`config.mk`:
```
export PLATFORM = sky130hd
export DESIGN_NAME = rate_divider_counter_flat
export DESIGN_NICKNAME = d
export VERILOG_FILES = /design/src/rtl/rate_divider_counter_if.sv /design/src/rtl/rate_divider_counter.sv /design/src/flat_wrapper.sv
export SDC_FILE = /design/constraint.sdc
export NUM_CORES = 1
export LEC_CHECK = 0
export CAP_MARGIN = 20
export CORE_MARGIN = 2
export CORE_UTILIZATION = 45
export CTS_BUF_LIST = sky130_fd_sc_hd__clkbuf_4
export CTS_CLUSTER_DIAMETER = 100
export DETAILED_ROUTE_END_ITERATION = 16
export PLACE_DENSITY = 0.72
export SYNTH_ARGS = -nofsm -noshare
export SYNTH_HDL_FRONTEND = slang
export SYNTH_SLANG_ARGS = --single-unit
```
`constraint.sdc`:
```
create_clock -name clock -period 6.4 [get_ports clock]
set_input_delay 1.28 -clock clock [delete_from_list [all_inputs] [get_ports clock]]
set_output_delay 1.28 -clock clock [all_outputs]
set_load 0.01 [all_outputs]
```
`src/rtl/rate_divider_counter_if.sv`:
```
// Control/status bundle between the rate mux side and the rate divider counter.
interface rate_divider_counter_if #(
  parameter int unsigned RATE_W  = 20,
  parameter int unsigned COUNT_W = 4
);

  logic               enable;
  logic [RATE_W-1:0]  rate_load;
  logic               par_load;
  logic [COUNT_W-1:0] load_value;
  logic               tick;
  logic [COUNT_W-1:0] count;
  logic [RATE_W-1:0]  rate_count;

  modport master (
    output enable,
    output rate_load,
    output par_load,
    output load_value,
    input  tick,
    input  count,
    input  rate_count
  );

  modport slave (
    input  enable,
    input  rate_load,
    input  par_load,
    input  load_value,
    output tick,
    output count,
    output rate_count
  );

endinterface

```
`src/rtl/rate_divider_counter.sv`:
```
// Rate divider: reloadable down-counter that divides the clock by (rate_load+1),
// emitting a one-cycle tick that advances a wrapping display counter.
module rate_divider_counter #(
  parameter int unsigned RATE_W  = 20,
  parameter int unsigned COUNT_W = 4
) (
  input logic                  clock,
  input logic                  reset,
  rate_divider_counter_if.slave bus
);

  logic [RATE_W-1:0]  rateCountReg;
  logic [RATE_W-1:0]  rateCountNext;
  logic [COUNT_W-1:0] countReg;
  logic [COUNT_W-1:0] countNext;
  logic               tickReg;
  logic               tickNext;
  logic [RATE_W-1:0]  lastRate;
  logic               rateChange;

  // A new mux selection restarts the period at once instead of waiting out the old one.
  assign rateChange = (bus.rate_load != lastRate);

  // Track the rate input every edge, independent of enable, to detect changes.
  always_ff @(posedge clock or posedge reset) begin
    if (reset) begin
      lastRate <= '0;
    end else begin
      lastRate <= bus.rate_load;
    end
  end

  // Next-state selection in priority order: load, pause, rate change, terminal, count down.
  always_comb begin
    rateCountNext = rateCountReg;
    countNext     = countReg;
    tickNext      = 1'b0;
    if (bus.par_load) begin
      countNext     = bus.load_value;
      rateCountNext = bus.rate_load;
    end else if (!bus.enable) begin
      rateCountNext = rateCountReg;
    end else if (rateChange) begin
      rateCountNext = bus.rate_load;
    end else if (rateCountReg == '0) begin
      rateCountNext = bus.rate_load;
      countNext     = countReg + COUNT_W'(1);
      tickNext      = 1'b1;
    end else begin
      rateCountNext = rateCountReg - RATE_W'(1);
    end
  end

  // Divider and display state registers.
  always_ff @(posedge clock or posedge reset) begin
    if (reset) begin
      rateCountReg <= '0;
      countReg     <= '0;
      tickReg      <= 1'b0;
    end else begin
      rateCountReg <= rateCountNext;
      countReg     <= countNext;
      tickReg      <= tickNext;
    end
  end

  assign bus.tick       = tickReg;
  assign bus.count      = countReg;
  assign bus.rate_count = rateCountReg;

endmodule

```
`src/flat_wrapper.sv`:
```
// flat-port wrapper written by rule: the top's interface ports become plain ports
module rate_divider_counter_flat 
#(
  parameter int unsigned RATE_W  = 20,
  parameter int unsigned COUNT_W = 4
)
  (clock, reset, bus_enable, bus_rate_load, bus_par_load, bus_load_value, bus_tick, bus_count, bus_rate_count);
  rate_divider_counter_if #(.RATE_W(RATE_W), .COUNT_W(COUNT_W)) bus_i ();
  input logic clock;
  input logic reset;
  input wire logic [$bits(bus_i.enable)-1:0] bus_enable;
  input wire logic [$bits(bus_i.rate_load)-1:0] bus_rate_load;
  input wire logic [$bits(bus_i.par_load)-1:0] bus_par_load;
  input wire logic [$bits(bus_i.load_value)-1:0] bus_load_value;
  output wire logic [$bits(bus_i.tick)-1:0] bus_tick;
  output wire logic [$bits(bus_i.count)-1:0] bus_count;
  output wire logic [$bits(bus_i.rate_count)-1:0] bus_rate_count;
  assign bus_i.enable = bus_enable;
  assign bus_i.rate_load = bus_rate_load;
  assign bus_i.par_load = bus_par_load;
  assign bus_i.load_value = bus_load_value;
  assign bus_tick = bus_i.tick;
  assign bus_count = bus_i.count;
  assign bus_rate_count = bus_i.rate_count;
  rate_divider_counter #(.RATE_W(RATE_W), .COUNT_W(COUNT_W)) u_core (.clock(clock), .reset(reset), .bus(bus_i));
endmodule
```
==> run metrics, run 1 <==
Root Buffer=clkbuf_4; worst-margin pin slew=0.922 ns; clock-pin transition on the worst setup and hold timing paths=about 0.12 ns; Yosys cell types=45; largest net degree at the start of global routing=46; final setup violating endpoints=0; routability-driven placement congestion ratio=about 0.81; Worst Setup End Kind=flip-flop; Post-CTS Setup Inserts=0; layout net count=around 320; relative slew slack=37.7%; LEAKAGE=1.16 nW; area added between synthesis and finish=27.2%; Sink Count=45; share of cells above drive strength 1=slightly below 8%; initial antenna violation count=0; Final Skew=0.00773 ns; Critical Path AT=3.81 ns; register area share after synthesis=46.8%; CP Launch Type=input port; CTS tree=yes; cts hold-fix bufs=0; Post-route DRC=0; EDFF count, synth=0; PortBufs=52; Warnings, synthesis=0; final hold vios=0; via density per instance=between 5 and 6; area of the mapped netlist=2410 um2; Max H-tree Level=2; clock tree buffer depth=2; Routed Antenna Nets=0; fmax=283 MHz; dpl hpwl=4120 um; Num CTS Buffers=5; PwrDens=approximately 190 nW/um2; number of global-route vias before repair=approximately 2k; Post-synth top flop=dfrtp_1; Mapped Avg Cell Area=10.1 um2; Hold/Removal Path Class=reg2reg; clk_lat worst skew=~0.35 ns; Largest delay share family, worst path=simple AND/OR/NAND/NOR gates; crit-path cells=clkdlybuf4s50_1 -> xnor2_1 -> nand4_1 -> nor4_4 -> nand3_2 -> or4_1 -> o211ai_1; crit share post-route=55.2%; post-synthesis net count=270; remaining global-route overflow=0; Critical Path RT=6.68 ns; CP max stage cell=or4_1; Vias=roughly 2.1k; status=complete, no violations; most frequent cells in the layout=clkdlybuf4s50_1 (52), dfrtp_1 (45), nand2_1 (24); First-pass DRT Iterations=4; Crit path largest cell delay=0.60 ns; num ports=53; VDD IR max=0.000100 V; minimum clock period=3.53 ns; Slew Viols, Final=0; Synth Instances=239; reported max-cap violation count=0; post_cts resized=0; post-DR wirelength/cell=15.9 um; All-Layer GR Usage=20.3%; Site Rows=26; Die ar.=5950 um2; hold slack=0.586 ns; Post-Route WL=5760 um; Critical Path Fanout Max=19; first-pass GRT wire length=9630 um; setup TNS=0 ns; CP Class=in2reg; #FFs+latches synth=45; Initial DRC Count=just under 100; height of the die=77.1 um; initial core utilization=~47%; Buf/Inv on CP=1; CORE AREA=between 5000 and 6000 um2; ys async rst share=100%; die extent in x=77.1 um; Inserted Diodes=0; commonest non-fill, non-tap cell in the layout=clkdlybuf4s50_1; RSZ-0062 raised after global routing=no
==> path summary, 6_finish.rpt <==
| check | cells past startpoint | to | from | slack, ns |
|---|---|---|---|---|
| worst max register to register | 6 | u_core.bus.rate_count[12] | u_core.bus.rate_count[0] | 3.83 |
| worst max-delay path | 7 | u_core.bus.rate_count[19] | bus_rate_load[9] | 2.87 |
| max in group asynchronous | 3 | u_core.bus.rate_count[10] | reset | 4.65 |
| min in group asynchronous | 3 | u_core.lastRate[4] | reset | 1.36 |
| worst min register to register | 1 | u_core.bus.rate_count[6] | u_core.bus.rate_count[6] | 0.59 |
| worst min-delay path | 1 | u_core.bus.rate_count[6] | u_core.bus.rate_count[6] | 0.59 |
==> Yosys cell counts, types with 2 or more instances <==
| library cell | n | area [um2] |
|---|---|---|
| a211o_1 | 4 | 35.0 |
| a21oi_1 | 3 | 15.0 |
| a21oi_2 | 4 | 35.0 |
| a22oi_1 | 3 | 22.5 |
| a31oi_1 | 7 | 43.8 |
| a41oi_1 | 2 | 17.5 |
| and3_1 | 3 | 18.8 |
| buf_2 | 2 | 10.0 |
| buf_6 | 2 | 22.5 |
| clkbuf_1 | 5 | 18.8 |
| dfrtp_1 | 45 | 1130 |
| ha_1 | 3 | 37.5 |
| inv_1 | 9 | 33.8 |
| mux2i_1 | 4 | 40.0 |
| nand2_1 | 24 | 90.1 |
| nand3_1 | 14 | 70.1 |
| nand4_1 | 10 | 62.6 |
| nor2_1 | 14 | 52.6 |
| nor3_1 | 4 | 20.0 |
| nor3_2 | 2 | 20.0 |
| nor4_1 | 5 | 31.3 |
| nor4_4 | 2 | 42.5 |
| o211ai_1 | 6 | 45.0 |
| o21ai_0 | 5 | 25.0 |
| o21ai_1 | 6 | 30.0 |
| o22a_1 | 4 | 35.0 |
| o41ai_1 | 2 | 17.5 |
| or3_1 | 8 | 50.1 |
| or4_1 | 2 | 15.0 |
| xnor2_1 | 20 | 175 |
==> final cells by class <==
class	count	area (um2)
multi-input cells	176	1200
flip-flops and latches	45	1130
repair buffers	54	556
inverters	9	33.8
fillers	482	2080
well taps	70	87.6
clock buffers	8	60.1
==> power by group <==
part	internal (mW)	switching, mW	leakage, nW
registers	0.303	0.0220	0.528
logic	0.0660	0.0573	0.592
clock network	0.0567	0.0864	0.0368
total	0.426	0.166	1.16
==> stage by stage <==
stage | cell area (um2) | worst slack [ns] | power [mW] | util [%] | std cells
final | 3060 | 2.87 | 0.592 | 59.5 | 362
after detailed placement | 3000 | 2.50 | 0.454 | 58.4 | 354
after floorplan | 2410 | 3.47 | 0.388 | - | 239
after global placement | 2970 | 2.55 | 0.450 | 57.8 | 353
after CTS | 3060 | 2.87 | 0.598 | 59.5 | 362
after global routing | 3060 | 2.68 | 0.622 | 59.5 | 362
==> sequential cells by signal, indices dropped and copies added, names as in the netlist <==
name	count
u_core.lastRate	20
u_core.bus.tick	1
u_core.bus.count	4
u_core.bus.rate_count	20
==> metal layers <==
layer | up-vias | share of wire (%) | GRT usage (%) | wire length [um]
met5 | - | 0 | 0 | 0
met4 | 0 | 0.96 | 4.64 | 55
met3 | 7 | 4.9 | 4.12 | 285
met2 | 56 | 47 | 32.3 | 2710
met1 | 1019 | 47 | 28.6 | 2700
li1 | 997 | - | - | -
==> worst reg2reg max path, cell delays in order, from the launching register on <==
cell and delay, ns:
dfrtp_1 0.42, inv_1 0.13, ha_1 0.23, nor4b_1 0.77
nand3_1 0.31, or4_1 0.47, o211ai_1 0.16
==> cells by family after synthesis <==
kind of cell / after synthesis / share of synthesized area [%]
and+or+nand+nor: 94 / 21.8
DFF: 45 / 46.8
AOI/OAI and AO/OA: 53 / 16.5
buffers and inverters: 18 / 3.54
xor gates and xnor gates: 21 / 7.64
muxes: 5 / 2.13
adders and majority gates: 3 / 1.56
Note: power is estimated with default switching activity, not from simulation.
==> inputs of run 2 (changes only) <==
Clock period 6.4 ns to 3.5 ns, I/O delays scaled along.
==> run 2 against run 1 <==
Utilization did not move; count of clock-buffer cells in the layout fell by 3; flip-flop and latch count did not move; highest routed layer unchanged; final area did not move; worst setup slack got worse by 2.0 ns; critical endpoint is now u_core.bus.rate_count[12]; register-to-register slack got worse by 3.0 ns.
==> run metrics, run 2 (synthesized netlist as in run 1, its figures left out) <==
area added between synthesis and finish=27.2% (unchanged); CP Launch Type=flip-flop; share of cells above drive strength 1=8.45% (+0.57 points); Die ar.=5950 um2 (unchanged); met2 Use GR=32.5% (+0.26 points); relative slew slack=26.4% (-11 points); Initial DRC Count=105 (+7.1%); PwrDens=344 nW/um2 (+78%); initial core utilization=46.8% (unchanged); Root Buffer=clkbuf_4; LEAKAGE=1.16 nW (+0.51%); Num CTS Buffers=5 (unchanged); commonest non-fill, non-tap cell in the layout=clkdlybuf4s50_1; clk_lat worst skew=0.36 ns (about the same); crit share post-route=76.3%; Slew Viols, Final=0 (unchanged); final hold vios=0 (unchanged); Max H-tree Level=2 (unchanged); clock tree buffer depth=2 (unchanged); reported max-cap violation count=0 (unchanged); Post-route DRC=0 (unchanged); Worst Setup End Kind=flip-flop; CTS tree=yes; Routed Antenna Nets=0 (unchanged); post_cts resized=0 (unchanged); crit-path cells=inv_1 -> ha_1 -> nor4b_1 -> nand3_1 -> or4_1 -> o211ai_1; die extent in x=77.1 um (unchanged); met3 usage=4.35% (+0.24 points); number of global-route vias before repair=1964 (-2.4%); Critical Path RT=3.79 ns (-2.89 ns); Worst R2R Path Depth=6 (unchanged); height of the die=77.1 um (unchanged); most frequent cells in the layout=clkdlybuf4s50_1 (52), dfrtp_1 (45), nand2_1 (24); dpl cell area=3010 um2 (+0.33%); via density per instance=5.66 (-1.4%); register area=1130 um2 (unchanged); VDD IR max=0.000205 V (+110%); cts hold-fix bufs=0 (unchanged); fillcell total=484 (+0.41%); first-pass GRT wire length=9790 um (+1.7%); minimum clock period=2.67 ns; global route hottest layer=met2; Critical Path AT=2.96 ns (-0.85 ns); PortBufs=52 (unchanged); WHS Path Cells=2 (+1); Crit path largest cell delay=0.89 ns (+0.29 ns); initial antenna violation count=0 (unchanged); Post-Route WL=5770 um (+0.23%); num ports=53 (unchanged); CP max stage cell=nor4b_1; Post-CTS Setup Inserts=0 (unchanged); CORE AREA=5140 um2 (unchanged); Site Rows=26 (unchanged); clock-pin transition on the worst setup and hold timing paths=0.13 ns (about the same); CP Class=reg2reg; remaining global-route overflow=0 (unchanged); status=complete, no violations; met1 Use GR=29.2% (+0.65 points); Sink Count=45 (unchanged); area occupied by multi-input gates=1200 um2 (unchanged); largest net degree at the start of global routing=28 (-39%); Final Skew=0.0130 ns (+0.00531 ns); hold slack=0.572 ns (-0.0138 ns); final setup violating endpoints=0 (unchanged); Final Cell Area=3060 um2 (unchanged); dpl hpwl=4310 um (+4.7%); Hold/Removal Path Class=reg2reg; post-DR wirelength/cell=15.8 um (-0.87%); Vias=2072 (-0.34%); layout net count=326 (+1.2%); routability-driven placement congestion ratio=0.814 (+0.74%); fmax=about 370 MHz; setup TNS=0 ns (unchanged); All-Layer GR Usage=20.7% (+0.43 points); First-pass DRT Iterations=4 (unchanged); Inserted Diodes=0 (unchanged); Critical Path Fanout Max=5 (-14); worst-margin pin slew=1.09 ns (+0.167 ns); RSZ-0062 raised after global routing=no
-- run 2: layer usage --
layer  routed length (um)  share of wire (%)  up-vias
li1                     -                  -     1001
met1                 2650                 46     1013
met2                 2750                 48       52
met3                  324                5.6        6
met4                   53               0.92        0
met5                    0                  0        -
-- run 2: stage by stage --
stage               utilization [%]  worst slack [ns]  power, mW  instances
CTS                            59.5             0.871       1.06        366
finish                         59.5             0.830       1.05        366
global route                   59.5             0.644       1.11        366
global placement               58.6             0.543      0.824        358
detailed placement             58.6             0.481      0.828        358
floorplan                         -              1.15      0.710        239
-- run 2: worst max-delay path: cells and delay by family, from the launching register on --
kind,cells,cell delay [ns]
buf+inv,1,0.13
simple gates,3,1.68
flops,1,0.42
compound gates,1,0.17
fa+ha+maj,1,0.21
-- run 2: cell type report --
cell class / instances / area share, %
Tap cell: 70 / 2.86
Timing Repair Buffer: 58 / 18.5
Multi-Input combinational cell: 176 / 39.1
Inverter: 9 / 1.10
Clock inverter: 3 / 0.409
Clock buffer: 5 / 1.23
Sequential cell: 45 / 36.8
-- run 2: final timing paths --
kind	start	endpoint	slack [ns]
min reg2reg	u_core.bus.rate_count[18]	u_core.bus.rate_count[18]	0.57
min in group asynchronous	reset	u_core.bus.rate_count[3]	0.71
max	u_core.bus.rate_count[0]	u_core.bus.rate_count[12]	0.83
max in group asynchronous	reset	u_core.bus.rate_count[5]	2.07
max reg2reg	u_core.bus.rate_count[0]	u_core.bus.rate_count[12]	0.83
min	u_core.bus.rate_count[18]	u_core.bus.rate_count[18]	0.57
-- run 2: report_power, final --
part / switching, mW / leakage (nW) / internal [mW]
sequential: 0.0396 / 0.528 / 0.555
combinational: 0.104 / 0.605 / 0.119
clock: 0.164 / 0.0300 / 0.0729
total: 0.307 / 1.16 / 0.746
